<file path="config.mk">
export PLATFORM = sky130hd
export DESIGN_NAME = display_scan_ctrl
export DESIGN_NICKNAME = d
export VERILOG_FILES = /design/src/rtl/display_scan_ctrl.sv
export SDC_FILE = /design/constraint.sdc
export NUM_CORES = 1
export LEC_CHECK = 0
export ABC_AREA = 1
export ABC_CLOCK_PERIOD_IN_PS = 1250
export BUFFER_PORTS_ARGS = -buffer_cell sky130_fd_sc_hd__buf_2
export CAP_MARGIN = 40
export CORE_AREA = 4 4 118 120
export CTS_CLUSTER_SIZE = 28
export DETAILED_ROUTE_END_ITERATION = 12
export DIE_AREA = 0 0 122 124
export PLACE_DENSITY = 0.55
export SYNTH_ARGS = -nofsm -noshare
export SYNTH_HDL_FRONTEND = slang
export SYNTH_SLANG_ARGS = --single-unit
</file>
<file path="constraint.sdc">
create_clock -name clk -period 1.25 [get_ports clk]
set_input_delay 0.1875 -clock clk [delete_from_list [all_inputs] [get_ports clk]]
set_output_delay 0.1875 -clock clk [all_outputs]
set_load 0.005 [all_outputs]
</file>
<file path="src/rtl/display_scan_ctrl.sv">
// Multiplexed 7-segment digit scanner: blank gap, then dwell on each digit in turn.
// Optional macro DISPLAY_LEADING_ZERO_BLANK_EN blanks a zero on the most significant digit.
module display_scan_ctrl #(
  parameter int N_DIGITS     = 6,
  parameter int DWELL_CYCLES = 50000,
  parameter int BLANK_CYCLES = 500
) (
  input  logic                  clk,
  input  logic                  rst_n,
  input  logic                  scan_en,
  input  logic                  upd_valid,
  input  logic [4*N_DIGITS-1:0] upd_data,
  output logic [3:0]            scan_bcd_out,
  output logic [N_DIGITS-1:0]   scan_digit_out,
  output logic                  scan_frame_done
);

  localparam int MAX_CYC = (DWELL_CYCLES > BLANK_CYCLES) ? DWELL_CYCLES : BLANK_CYCLES;
  localparam int CW      = $clog2(MAX_CYC + 1);
  localparam int IW      = $clog2(N_DIGITS);
  localparam int DW      = 4 * N_DIGITS;

  localparam logic [CW-1:0] DWELL_LAST = CW'(DWELL_CYCLES - 1);
  localparam logic [CW-1:0] BLANK_LAST = CW'(BLANK_CYCLES - 1);
  localparam logic [IW-1:0] IDX_LAST   = IW'(N_DIGITS - 1);

  typedef enum logic {
    BLANK = 1'b0,
    SHOW  = 1'b1
  } state_e;

  state_e               state_q, state_d;
  logic [IW-1:0]        idx_q, idx_d;
  logic [CW-1:0]        cnt_q, cnt_d;
  logic [DW-1:0]        pending_q, pending_d;
  logic [DW-1:0]        active_q, active_d;
  logic                 wrap_q, wrap_d;
  logic [N_DIGITS-1:0]  digit_q, digit_d;
  logic [3:0]           bcd_q, bcd_d;
  logic                 done_q, done_d;

  logic [3:0]           raw_bcd;
  logic [3:0]           shown_bcd;
  logic [N_DIGITS-1:0]  onehot;

  always_comb begin
    raw_bcd = active_q[idx_q*4 +: 4];
    onehot  = {{(N_DIGITS-1){1'b0}}, 1'b1} << idx_q;
  end

`ifdef DISPLAY_LEADING_ZERO_BLANK_EN
  always_comb begin
    shown_bcd = raw_bcd;
    if ((idx_q == IDX_LAST) && (raw_bcd == 4'd0)) begin
      shown_bcd = 4'hF;
    end
  end
`else
  always_comb begin
    shown_bcd = raw_bcd;
  end
`endif

  // Outputs are computed from the current state and registered, so they trail it by one clock.
  always_comb begin
    state_d   = state_q;
    idx_d     = idx_q;
    cnt_d     = cnt_q;
    pending_d = pending_q;
    active_d  = active_q;
    wrap_d    = 1'b0;
    digit_d   = '0;
    bcd_d     = 4'hF;
    done_d    = 1'b0;

    if (upd_valid) begin
      pending_d = upd_data;
    end

    if (!scan_en) begin
      state_d = BLANK;
      cnt_d   = '0;
    end else begin
      done_d = wrap_q;
      if (state_q == SHOW) begin
        digit_d = onehot;
        bcd_d   = shown_bcd;
      end

      case (state_q)
        BLANK: begin
          if (cnt_q == BLANK_LAST) begin
            state_d = SHOW;
            cnt_d   = '0;
            // Frame latch reads the pre-update pending value, so a coincident write waits a frame.
            if (idx_q == '0) begin
              active_d = pending_q;
            end
          end else begin
            cnt_d = cnt_q + 1'b1;
          end
        end
        SHOW: begin
          if (cnt_q == DWELL_LAST) begin
            state_d = BLANK;
            cnt_d   = '0;
            if (idx_q == IDX_LAST) begin
              idx_d  = '0;
              wrap_d = 1'b1;
            end else begin
              idx_d = idx_q + 1'b1;
            end
          end else begin
            cnt_d = cnt_q + 1'b1;
          end
        end
        default: begin
          state_d = BLANK;
          cnt_d   = '0;
        end
      endcase
    end
  end

  always_ff @(posedge clk or negedge rst_n) begin
    if (!rst_n) begin
      state_q   <= BLANK;
      idx_q     <= '0;
      cnt_q     <= '0;
      pending_q <= '1;
      active_q  <= '1;
      wrap_q    <= 1'b0;
      digit_q   <= '0;
      bcd_q     <= 4'hF;
      done_q    <= 1'b0;
    end else begin
      state_q   <= state_d;
      idx_q     <= idx_d;
      cnt_q     <= cnt_d;
      pending_q <= pending_d;
      active_q  <= active_d;
      wrap_q    <= wrap_d;
      digit_q   <= digit_d;
      bcd_q     <= bcd_d;
      done_q    <= done_d;
    end
  end

  assign scan_bcd_out    = bcd_q;
  assign scan_digit_out  = digit_q;
  assign scan_frame_done = done_q;

endmodule

</file>
==> results.sh, run 1 <==
export IMPL_final_layout_size_suffix_gt1_share_pct=54.6
export IMPL_first_global_vias=3118
export IMPL_core_area_sq_mm=0.0130
export IMPL_drv_cap=0
export IMPL_nets=516
export IMPL_comb_power_share_pct=5.8
export IMPL_grt_remaining_overflow=0
export IMPL_finish_utilization_pct=40.6
export IMPL_grt_max_degree=39
export IMPL_slew_headroom_pct=80.8
export IMPL_reg2reg_from="cnt_q[3]"
export IMPL_powerDensity_mw_per_mm2=1070
export IMPL_max_slew_worst_pin_slew_ps=287
export IMPL_period_minus_slack_ps=1410
export IMPL_htreeDepth=3
export IMPL_rows=42
export IMPL_synth_cells=388
export IMPL_diodes=0
export IMPL_slowest_delay_ps=400
export IMPL_crit_family="simple AND/OR/NAND/NOR gates"
export IMPL_grt_first_pass_wirelength_mm=15.0
export IMPL_path_clk_slew_ps=70
export IMPL_drtAntennaViolNets=0
export IMPL_ys_warn_count=0
export IMPL_die_y_um=124
export IMPL_synth_distinct_cells=31
export IMPL_crit_path_frequent_cell="buf_4"
export IMPL_outcome="finished with violations"
export IMPL_io_buffers=38
export IMPL_pwr_share_seq_pct=49.4
export IMPL_wl_per_cell_um=14.1
export IMPL_critPathMaxFanout=4
export IMPL_fin_skew_ps=8.52
export IMPL_hold_ws_ps=71.0
export IMPL_die_area_sq_mm=0.0151
export IMPL_antenna_found_initial=0
export IMPL_ys_seq_area_share_pct=54.7
export IMPL_cts_root_buffer="clkbuf_16"
export IMPL_worst_r2r_path_depth=7
export IMPL_finalWirelength_mm=9.39
export IMPL_final_cell_count_no_fill=667
export IMPL_max_freq_mhz=709
export IMPL_numCtsBuffers=9
export IMPL_vdd_drop_max_uv=867
export IMPL_crit_type="flop to flop"
export IMPL_nFillCells=1264
export IMPL_setup_ws_ps=-161
export IMPL_start_kind="flop"
export IMPL_dp_cells=630
export IMPL_hp_start="upd_data[12]"
export IMPL_rrSetupSlack_ps=-160
export IMPL_gp_congestion=0.877
export IMPL_ios=39
export IMPL_post_route_period_util_pct=113
export IMPL_drc=0
export IMPL_rsz0062_at_grt="yes"
export IMPL_syn_nets=418
export IMPL_r2r_end="cnt_q[11]"
export IMPL_switching_share_pct=24.1
export IMPL_clkLatencyLatePin_ps=340
export IMPL_cp_slowest_cell="dfrtp_2"
export IMPL_timing_critical_path_cells="buf_4 > nand2_1 > nor2_2 > buf_4 > nand3_1 > xor2_1 > nor2_1"
export IMPL_clock_sinks=80
export IMPL_clockPowerShare_pct=44.8
export IMPL_setup_viol=47
export IMPL_min_to="pending_q[12]"
export IMPL_drt_iter0_drc=181
export IMPL_gr_usage_all_layers_pct=12.9
export IMPL_violations="negative setup slack"
export IMPL_viasPerCell=4.47
export IMPL_cts_buffer_depth=2
export IMPL_num_vias=2982
export IMPL_die_w_um=122
export IMPL_drv_slew=0
export IMPL_p_leak_nw=2.37
export IMPL_worstPathArrival_ps=1640
export IMPL_avgSynthCellArea_sq_um=9.73
export IMPL_endpoint_kind="flop"
export IMPL_hpwl_mm=6.31
export IMPL_cts_tree="done"
export IMPL_critPathBufInv=2
export IMPL_syn_to_final_growth_pct=39.7
export IMPL_hold_depth=2
export IMPL_min_path_type="input pin to flop"
export IMPL_p_sw_w=0.00136
export IMPL_p_int_w=0.00429
export IMPL_syn_area_sq_mm=0.00378
export IMPL_drt_pass1_iterations=4
export IMPL_ys_seq_elements=80
export IMPL_required_ps=1480
export IMPL_start_util_pct=29.1
export IMPL_finalHoldViolCount=0
power groups by stage:
stage / Sequential, W / Clock (W) / Combinational, W
floorplan: 0.00281 / 0 / 0.000142
global placement: 0.00283 / 0 / 0.000285
detailed placement: 0.00283 / 0 / 0.000295
CTS: 0.00279 / 0.00261 / 0.000320
global route: 0.00280 / 0.00272 / 0.000365
finish: 0.00279 / 0.00253 / 0.000327
metal layers:
metal | global-route usage (%) | vias to the layer above | wire length, um
met3 | 3.50 | 10 | 305
li1 | - | 1477 | -
met4 | 6.16 | 0 | 170
met1 | 15.9 | 1439 | 4170
met5 | 0 | - | 0
met2 | 21.0 | 56 | 4740
area by class of cell:
| cell class | instances | area, sq um | area share (%) |
|---|---|---|---|
| multi-input combinational | 264 | 1760 | 33.3 |
| clock buffer | 9 | 225 | 4.27 |
| tap | 176 | 220 | 4.18 |
| sequential | 80 | 2070 | 39.3 |
| timing repair buffer | 100 | 818 | 15.5 |
| clock inverter | 7 | 61.3 | 1.16 |
| inverter | 31 | 119 | 2.25 |
synth_stat cells, drive strengths merged:
| master | number | area (sq um) |
|---|---|---|
| a31oi | 4 | 25.0 |
| ha | 2 | 25.0 |
| inv | 30 | 113 |
| o21ai | 7 | 35.0 |
| nand4 | 29 | 196 |
| nor2 | 52 | 265 |
| nor3 | 1 | 5.00 |
| mux2 | 24 | 270 |
| buf | 10 | 87.6 |
| clkbuf | 4 | 22.5 |
| nand2 | 111 | 439 |
| xor2 | 7 | 61.3 |
| clkinv | 1 | 3.75 |
| a22oi | 8 | 60.1 |
| nor4 | 1 | 6.26 |
| nand3 | 16 | 85.1 |
| xnor2 | 1 | 8.76 |
| dfrtp | 28 | 701 |
| dfstp | 52 | 1370 |
timing repair:
item | 4_1_cts | 5_1_grt
endpoints found under the setup margin | 50 | 50
hold buffers | 1 | 0
cloned | 1 | 3
endpoints found under the hold margin | 17 | 0
setup buffers | 4 | 13
pin swaps | 8 | 16
resized for setup | 39 | 40
through the flow:
step           area, sq um  total power (W)  TNS (ps)  setup WS (ps)
2_1_floorplan         3800          0.00295         0           2.05
3_3_place_gp          4500          0.00311     -2340           -193
3_5_place_dp          4500          0.00313     -4130           -162
4_1_cts               4990          0.00572     -3210           -129
5_1_grt               5270          0.00589     -7690           -233
6_report              5270          0.00565     -4760           -161
state kept, by name (all words and copies together) (netlist names):
signal	count
active_q	24
pending_q	24
cnt_q	16
scan_digit_out	6
scan_bcd_out	4
idx_q	3
scan_frame_done	1
state_q	1
wrap_q	1
cell usage in the layout, fill, tap and decap left out, types with 3 or more instances in the layout:
master / n
buf_6: 6
a31oi_1: 3
nand3_1: 10
clkbuf_16: 11
buf_4: 46
nand2_1: 94
inv_2: 13
buf_2: 37
nand4_1: 28
dfstp_2: 52
inv_6: 3
nor2_4: 12
nor2_1: 27
inv_1: 16
mux2_2: 24
xor2_1: 6
a22oi_1: 4
o21ai_1: 5
buf_12: 8
nand3_4: 7
nand2_4: 5
dfrtp_2: 4
nand2_2: 12
dfrtp_1: 24
a22oi_2: 4
nor2_2: 11
worst max-delay path by stage:
stage / start / endpoint / slack (ps) / cells after the start
after floorplan: cnt_q[0] / active_q[20] / 2 / 7
after global placement: cnt_q[10] / cnt_q[11] / -190 / 6
after detailed placement: cnt_q[10] / cnt_q[11] / -160 / 6
after CTS: cnt_q[1] / active_q[23] / -130 / 8
after global routing: cnt_q[0] / active_q[6] / -230 / 7
final: cnt_q[3] / cnt_q[11] / -160 / 7
cell families (layout without fill, tap and decap cells):
kind of cell / after synthesis / count (layout) / synth area share (%)
and+or+nand+nor: 210 / 211 / 26.4
DFF: 80 / 80 / 54.7
buffers and inverters: 45 / 147 / 6.00
muxes: 24 / 24 / 7.16
AOI/OAI and AO/OA: 19 / 19 / 3.18
xor gates and xnor gates: 8 / 8 / 1.86
adders and majority gates: 2 / 2 / 0.663
(Power assumes the default switching activity.)
==> inputs of run 2 (changes only) <==
- CTS_CLUSTER_DIAMETER: default -> 120
- SETUP_SLACK_MARGIN: default -> 0.15
==> run 2 against run 1 <==
Effect of this change:
- the flow still finishes with violations (negative setup slack)
- combinational power fell by 5%
- routed wire length down 5.4%
- clock power is 8% lower
- utilization fell by 0.38 points
- total power is 3.6% lower
- maximum frequency rose by 6.6%
- critical path depth did not move
- die area unchanged
- first-iteration DRC count fell by 31%
- clock skew is 2.7 ps lower
- worst setup slack gained 87 ps
==> results.sh, run 2 (synthesis gave the netlist of run 1 again) <==
export IMPL_outcome="finished with violations"
export IMPL_violations="negative setup slack"
export IMPL_viasPerCell=4.41
export IMPL_busiest_layer="met2"
export IMPL_min_path_type="input pin to asynchronous set/reset pin"
export IMPL_worstPathArrival_ps=1600
export IMPL_slowest_delay_ps=400
export IMPL_hpwl_mm=6.14
export IMPL_fin_skew_ps=5.78
export IMPL_period_minus_slack_ps=1320
export IMPL_setup_viol=42
export IMPL_crit_path_frequent_cell="nand2_1"
export IMPL_nFillCells=1257
export IMPL_placed_area_sq_mm=0.00457
export IMPL_cts_tree="done"
export IMPL_diodes=0
export IMPL_crit_type="flop to flop"
export IMPL_max_freq_mhz=756
export IMPL_path_clk_slew_ps=60
export IMPL_drt_iter0_drc=125
export IMPL_cts_hold_buf=0
export IMPL_final_layout_size_suffix_gt1_share_pct=54.8
export IMPL_powerDensity_mw_per_mm2=1040
export IMPL_largestRegisters="active_q: 24 flops, pending_q: 24 flops, cnt_q: 16 flops"
export IMPL_required_ps=1520
export IMPL_grt_util_met3_pct=2.59
export IMPL_vdd_drop_max_uv=531
export IMPL_finish_utilization_pct=40.3
export IMPL_critPathMaxFanout=24
export IMPL_nets=510
export IMPL_drt_pass1_iterations=4
export IMPL_cts_buffer_depth=2
export IMPL_use_met1_pct=16.4
export IMPL_finalHoldViolCount=0
export IMPL_die_y_um=124
export IMPL_grt_max_degree=37
export IMPL_setup_ws_ps=-73.4
export IMPL_start_util_pct=29.1
export IMPL_htreeDepth=3
export IMPL_syn_to_final_growth_pct=38.4
export IMPL_num_vias=2910
export IMPL_start_kind="flop"
export IMPL_cp_slowest_cell="dfrtp_1"
export IMPL_hold_ws_ps=39.8
export IMPL_grt_first_pass_wirelength_mm=14.1
export IMPL_antenna_found_initial=0
export IMPL_rsz0062_at_grt="yes"
export IMPL_post_route_period_util_pct=106
export IMPL_drv_slew=0
export IMPL_wl_per_cell_um=13.5
export IMPL_timing_critical_path_cells="ha_4 > nand3_2 > nor2_4 > nand4_4 > buf_12 > nand2_1 > nand2_1"
export IMPL_gp_congestion=0.827
export IMPL_mostFrequentLayoutCells="91 x nand2_1, 52 x dfstp_2, 37 x buf_4"
export IMPL_cts_root_buffer="clkbuf_16"
export IMPL_ios=39
export IMPL_max_slew_worst_pin_slew_ps=373
export IMPL_multiInputGateArea_sq_mm=0.00180
export IMPL_place_ws_ps=-116
export IMPL_die_w_um=122
export IMPL_use_met2_pct=18.9
export IMPL_slew_headroom_pct=75.2
export IMPL_regArea_sq_mm=0.00207
export IMPL_final_common_cell="nand2_1"
export IMPL_rows=42
export IMPL_numCtsBuffers=9
export IMPL_endpoint_kind="flop"
export IMPL_clkLatencyLatePin_ps=340
export IMPL_gr_usage_all_layers_pct=12.0
export IMPL_io_buffers=38
export IMPL_p_leak_nw=2.29
export IMPL_drtAntennaViolNets=0
export IMPL_drc=0
export IMPL_clock_sinks=80
export IMPL_grt_remaining_overflow=0
export IMPL_core_area_sq_mm=0.0130
export IMPL_first_global_vias=2890
export IMPL_fin_area_sq_mm=0.00523
export IMPL_drv_cap=0
export IMPL_die_area_sq_mm=0.0151
export IMPL_finalWirelength_mm=8.89
-- run 2: area by class of cell --
type                       instances  area share (%)
inverter                          31            2.44
multi-input combinational        265            34.4
sequential                        80            39.6
clock buffer                      10            4.38
clock inverter                     5           0.647
timing repair buffer              93            14.2
tap                              176            4.21
-- run 2: what timing repair did --
| action | 4_1_cts | 5_1_grt |
|---|---|---|
| endpoints found under the setup margin | 56 | 57 |
| hold endpoints to repair | 0 | 0 |
| gates cloned | 1 | 1 |
| buffers inserted | 1 | 7 |
| pin swaps | 20 | 17 |
| gates resized for setup | 38 | 43 |
-- run 2: metal layers --
layer | wire, um | share of wire, %
met1 | 4210 | 47
met2 | 4260 | 48
met3 | 309 | 3.5
met4 | 106 | 1.2
met5 | 0 | 0
-- run 2: final timing paths --
kind	cells after the start	slack [ps]	endpoint	start
max reg2reg	7	-70	active_q[1]	cnt_q[1]
max in group asynchronous	2	910	active_q[10]	rst_n
min reg2reg	2	430	scan_frame_done	wrap_q
min in group clk	2	70	pending_q[22]	upd_data[22]
min	1	40	pending_q[16]	rst_n
max	7	-70	active_q[1]	cnt_q[1]
-- run 2: power breakdown --
group          switching, W  internal, W  leakage (nW)
logic              0.000159     0.000153          1.23
registers         0.0000548      0.00274         0.922
clock network       0.00101      0.00133         0.133
total               0.00122      0.00423          2.29
-- run 2: worst max-delay path, delay by kind of cell (launching register included) --
family | cells | cell delay [ps]
buffers and inverters | 1 | 170
AND/OR/NAND/NOR | 5 | 480
adder cells (fa/ha/maj) | 1 | 200
flip-flops | 1 | 400
-- run 2: per-stage QoR --
step                      cells  TNS [ps]  total power (W)
after CTS                   652     -2090          0.00550
after global placement      635     -3260          0.00312
after floorplan             388         0          0.00296
after detailed placement    635     -3010          0.00313
after global routing        660     -6400          0.00566
final                       660     -2230          0.00544
==> inputs of run 3 (changes only) <==
- CELL_PAD_IN_SITES_DETAIL_PLACEMENT: default -> 1
- CELL_PAD_IN_SITES_GLOBAL_PLACEMENT: default -> 2
- PLACE_DENSITY: 0.55 -> 0.75
==> run 3 against run 2 <==
Effect of this change:
- clock-buffer cell count stayed put
- sequential cell count stayed put
- register-to-register slack worse by 130 ps
- global-route usage is 3.1 points higher
- critical path depth is 2 higher
- via count is 10% higher
- maximum frequency is 9.1% lower
- routed wire length is 22% higher
- worst setup slack worse by 130 ps
- hold slack better by 32 ps
- largest cell class unchanged
- combinational power is 3% higher
- the flow still finishes with violations (negative setup slack)
==> results.sh, run 3 (synthesis gave the netlist of run 1 again) <==
export IMPL_viasPerCell=4.67
export IMPL_critPathBufInv=3
export IMPL_endpoint_kind="flop"
export IMPL_cts_root_buffer="clkbuf_16"
export IMPL_cts_buffer_depth=2
export IMPL_path_clk_slew_ps=60
export IMPL_ios=39
export IMPL_timing_critical_path_cells="inv_2 > nand2_2 > nor2_4 > nand2_4 > nor2_8 > buf_12 > buf_12 > nand4_1 > nand2_1"
export IMPL_largestRegisters="active_q: 24 flops, pending_q: 24 flops, cnt_q: 16 flops"
export IMPL_setup_ws_ps=-206
export IMPL_max_slew_worst_pin_slew_ps=238
export IMPL_min_to="pending_q[12]"
export IMPL_drt_iter0_drc=129
export IMPL_drc=0
export IMPL_rows=42
export IMPL_worst_r2r_path_depth=9
export IMPL_slowest_delay_ps=400
export IMPL_crit_family="simple AND/OR/NAND/NOR gates"
export IMPL_finalHoldViolCount=0
export IMPL_grt_max_degree=29
export IMPL_core_area_sq_mm=0.0130
export IMPL_nets=534
export IMPL_violations="negative setup slack"
export IMPL_num_vias=3201
export IMPL_hp_start="upd_data[12]"
export IMPL_drv_cap=0
export IMPL_drtAntennaViolNets=0
export IMPL_mostFrequentLayoutCells="89 x nand2_1, 54 x buf_4, 52 x dfstp_2"
export IMPL_vdd_drop_max_uv=657
export IMPL_antenna_found_initial=0
export IMPL_required_ps=1530
export IMPL_worstPathArrival_ps=1740
export IMPL_hold_ws_ps=72.2
export IMPL_rsz0062_at_grt="yes"
export IMPL_min_path_type="input pin to flop"
export IMPL_numCtsBuffers=9
export IMPL_syn_to_final_growth_pct=49.0
export IMPL_nFillCells=1484
export IMPL_rrSetupSlack_ps=-210
export IMPL_cp_slowest_cell="dfrtp_1"
export IMPL_period_minus_slack_ps=1460
export IMPL_htreeDepth=3
export IMPL_final_common_cell="nand2_1"
export IMPL_die_area_sq_mm=0.0151
export IMPL_die_y_um=124
export IMPL_drv_slew=0
export IMPL_first_global_vias=3414
export IMPL_final_layout_size_suffix_gt1_share_pct=59.3
export IMPL_clock_sinks=80
export IMPL_p_leak_nw=2.52
export IMPL_diodes=0
export IMPL_finalWirelength_mm=10.8
export IMPL_crit_path_frequent_cell="buf_12"
export IMPL_post_route_period_util_pct=116
export IMPL_clkLatencyLatePin_ps=340
export IMPL_outcome="finished with violations"
export IMPL_gr_usage_all_layers_pct=15.0
export IMPL_reg2reg_from="cnt_q[9]"
export IMPL_max_freq_mhz=687
export IMPL_hpwl_mm=7.02
export IMPL_start_kind="flop"
export IMPL_start_util_pct=29.1
export IMPL_fin_skew_ps=8.48
export IMPL_die_w_um=122
export IMPL_r2r_end="active_q[23]"
export IMPL_gp_congestion=0.787
export IMPL_hold_depth=2
export IMPL_setup_viol=46
export IMPL_grt_first_pass_wirelength_mm=17.6
export IMPL_slew_headroom_pct=84.2
export IMPL_io_buffers=38
export IMPL_grt_remaining_overflow=0
export IMPL_powerDensity_mw_per_mm2=1050
export IMPL_crit_type="flop to flop"
export IMPL_cts_tree="done"
export IMPL_wl_per_cell_um=15.8
export IMPL_drt_pass1_iterations=4
export IMPL_critPathMaxFanout=7
export IMPL_tns_ps=-5960
-- run 3: changes by cell type in the layout (fill, tap and decap cells not counted), sizes merged --
cell and change:
buf +21, bufinv +1, clkbuf +3, clkinv -2, dlygate4sd3 +1, inv +2, nor2 -1
-- run 3: per-layer routing --
metal	wire, um	vias to the layer above	GRT usage, %
met5	0	-	0
met4	168	0	5.46
met3	318	13	2.59
met2	5480	49	24.9
met1	4880	1622	19.8
li1	-	1517	-
-- run 3: metrics by stage --
step	util, %	setup WS [ps]	instances	instance area (sq um)	total power (W)
2_1_floorplan	-	12.3	388	3830	0.00296
3_3_place_gp	35.2	-117	634	4570	0.00312
3_5_place_dp	35.2	-169	634	4570	0.00314
4_1_cts	41.6	-161	672	5400	0.00599
5_1_grt	43.3	-247	685	5630	0.00614
6_report	43.3	-206	685	5630	0.00590
-- run 3: worst max-delay path by stage --
stage / start / to / slack, ps / cells after the start
global route: cnt_q[9] / active_q[23] / -250 / 9
global placement: cnt_q[3] / cnt_q[14] / -120 / 6
detailed placement: cnt_q[0] / cnt_q[9] / -170 / 7
floorplan: idx_q[1] / active_q[20] / 10 / 8
CTS: cnt_q[9] / active_q[23] / -160 / 9
finish: cnt_q[9] / active_q[23] / -210 / 9
-- run 3: where the power goes --
group / switching (W) / internal (W)
sequential: 0.0000546 / 0.00274
clock: 0.00115 / 0.00163
combinational: 0.000159 / 0.000162
-- run 3: timing repair --
item | CTS | global route
endpoints found under the setup margin | 56 | 59
cloned | 3 | 2
hold endpoints to repair | 41 | 0
hold buffers | 1 | 0
buffers inserted | 18 | 11
resized for setup | 64 | 33
pin swaps | 29 | 17
-- run 3: worst reg2reg max path: stages (launching register included) --
cell and delay [ps]:
dfrtp_1 400, inv_2 100, nand2_2 70, nor2_4 140, nand2_4 90, nor2_8 150, buf_12 120, buf_12 110
nand4_1 110, nand2_1 100
-- run 3: layout make-up --
class | count | area [sq um] | share of cell area (%)
Clock buffer | 10 | 239 | 4.25
Clock inverter | 6 | 75.1 | 1.33
Inverter | 31 | 120 | 2.13
Multi-Input combinational cell | 264 | 1820 | 32.4
Sequential cell | 80 | 2080 | 36.9
Tap cell | 176 | 220 | 3.91
Timing Repair Buffer | 118 | 1070 | 19.1
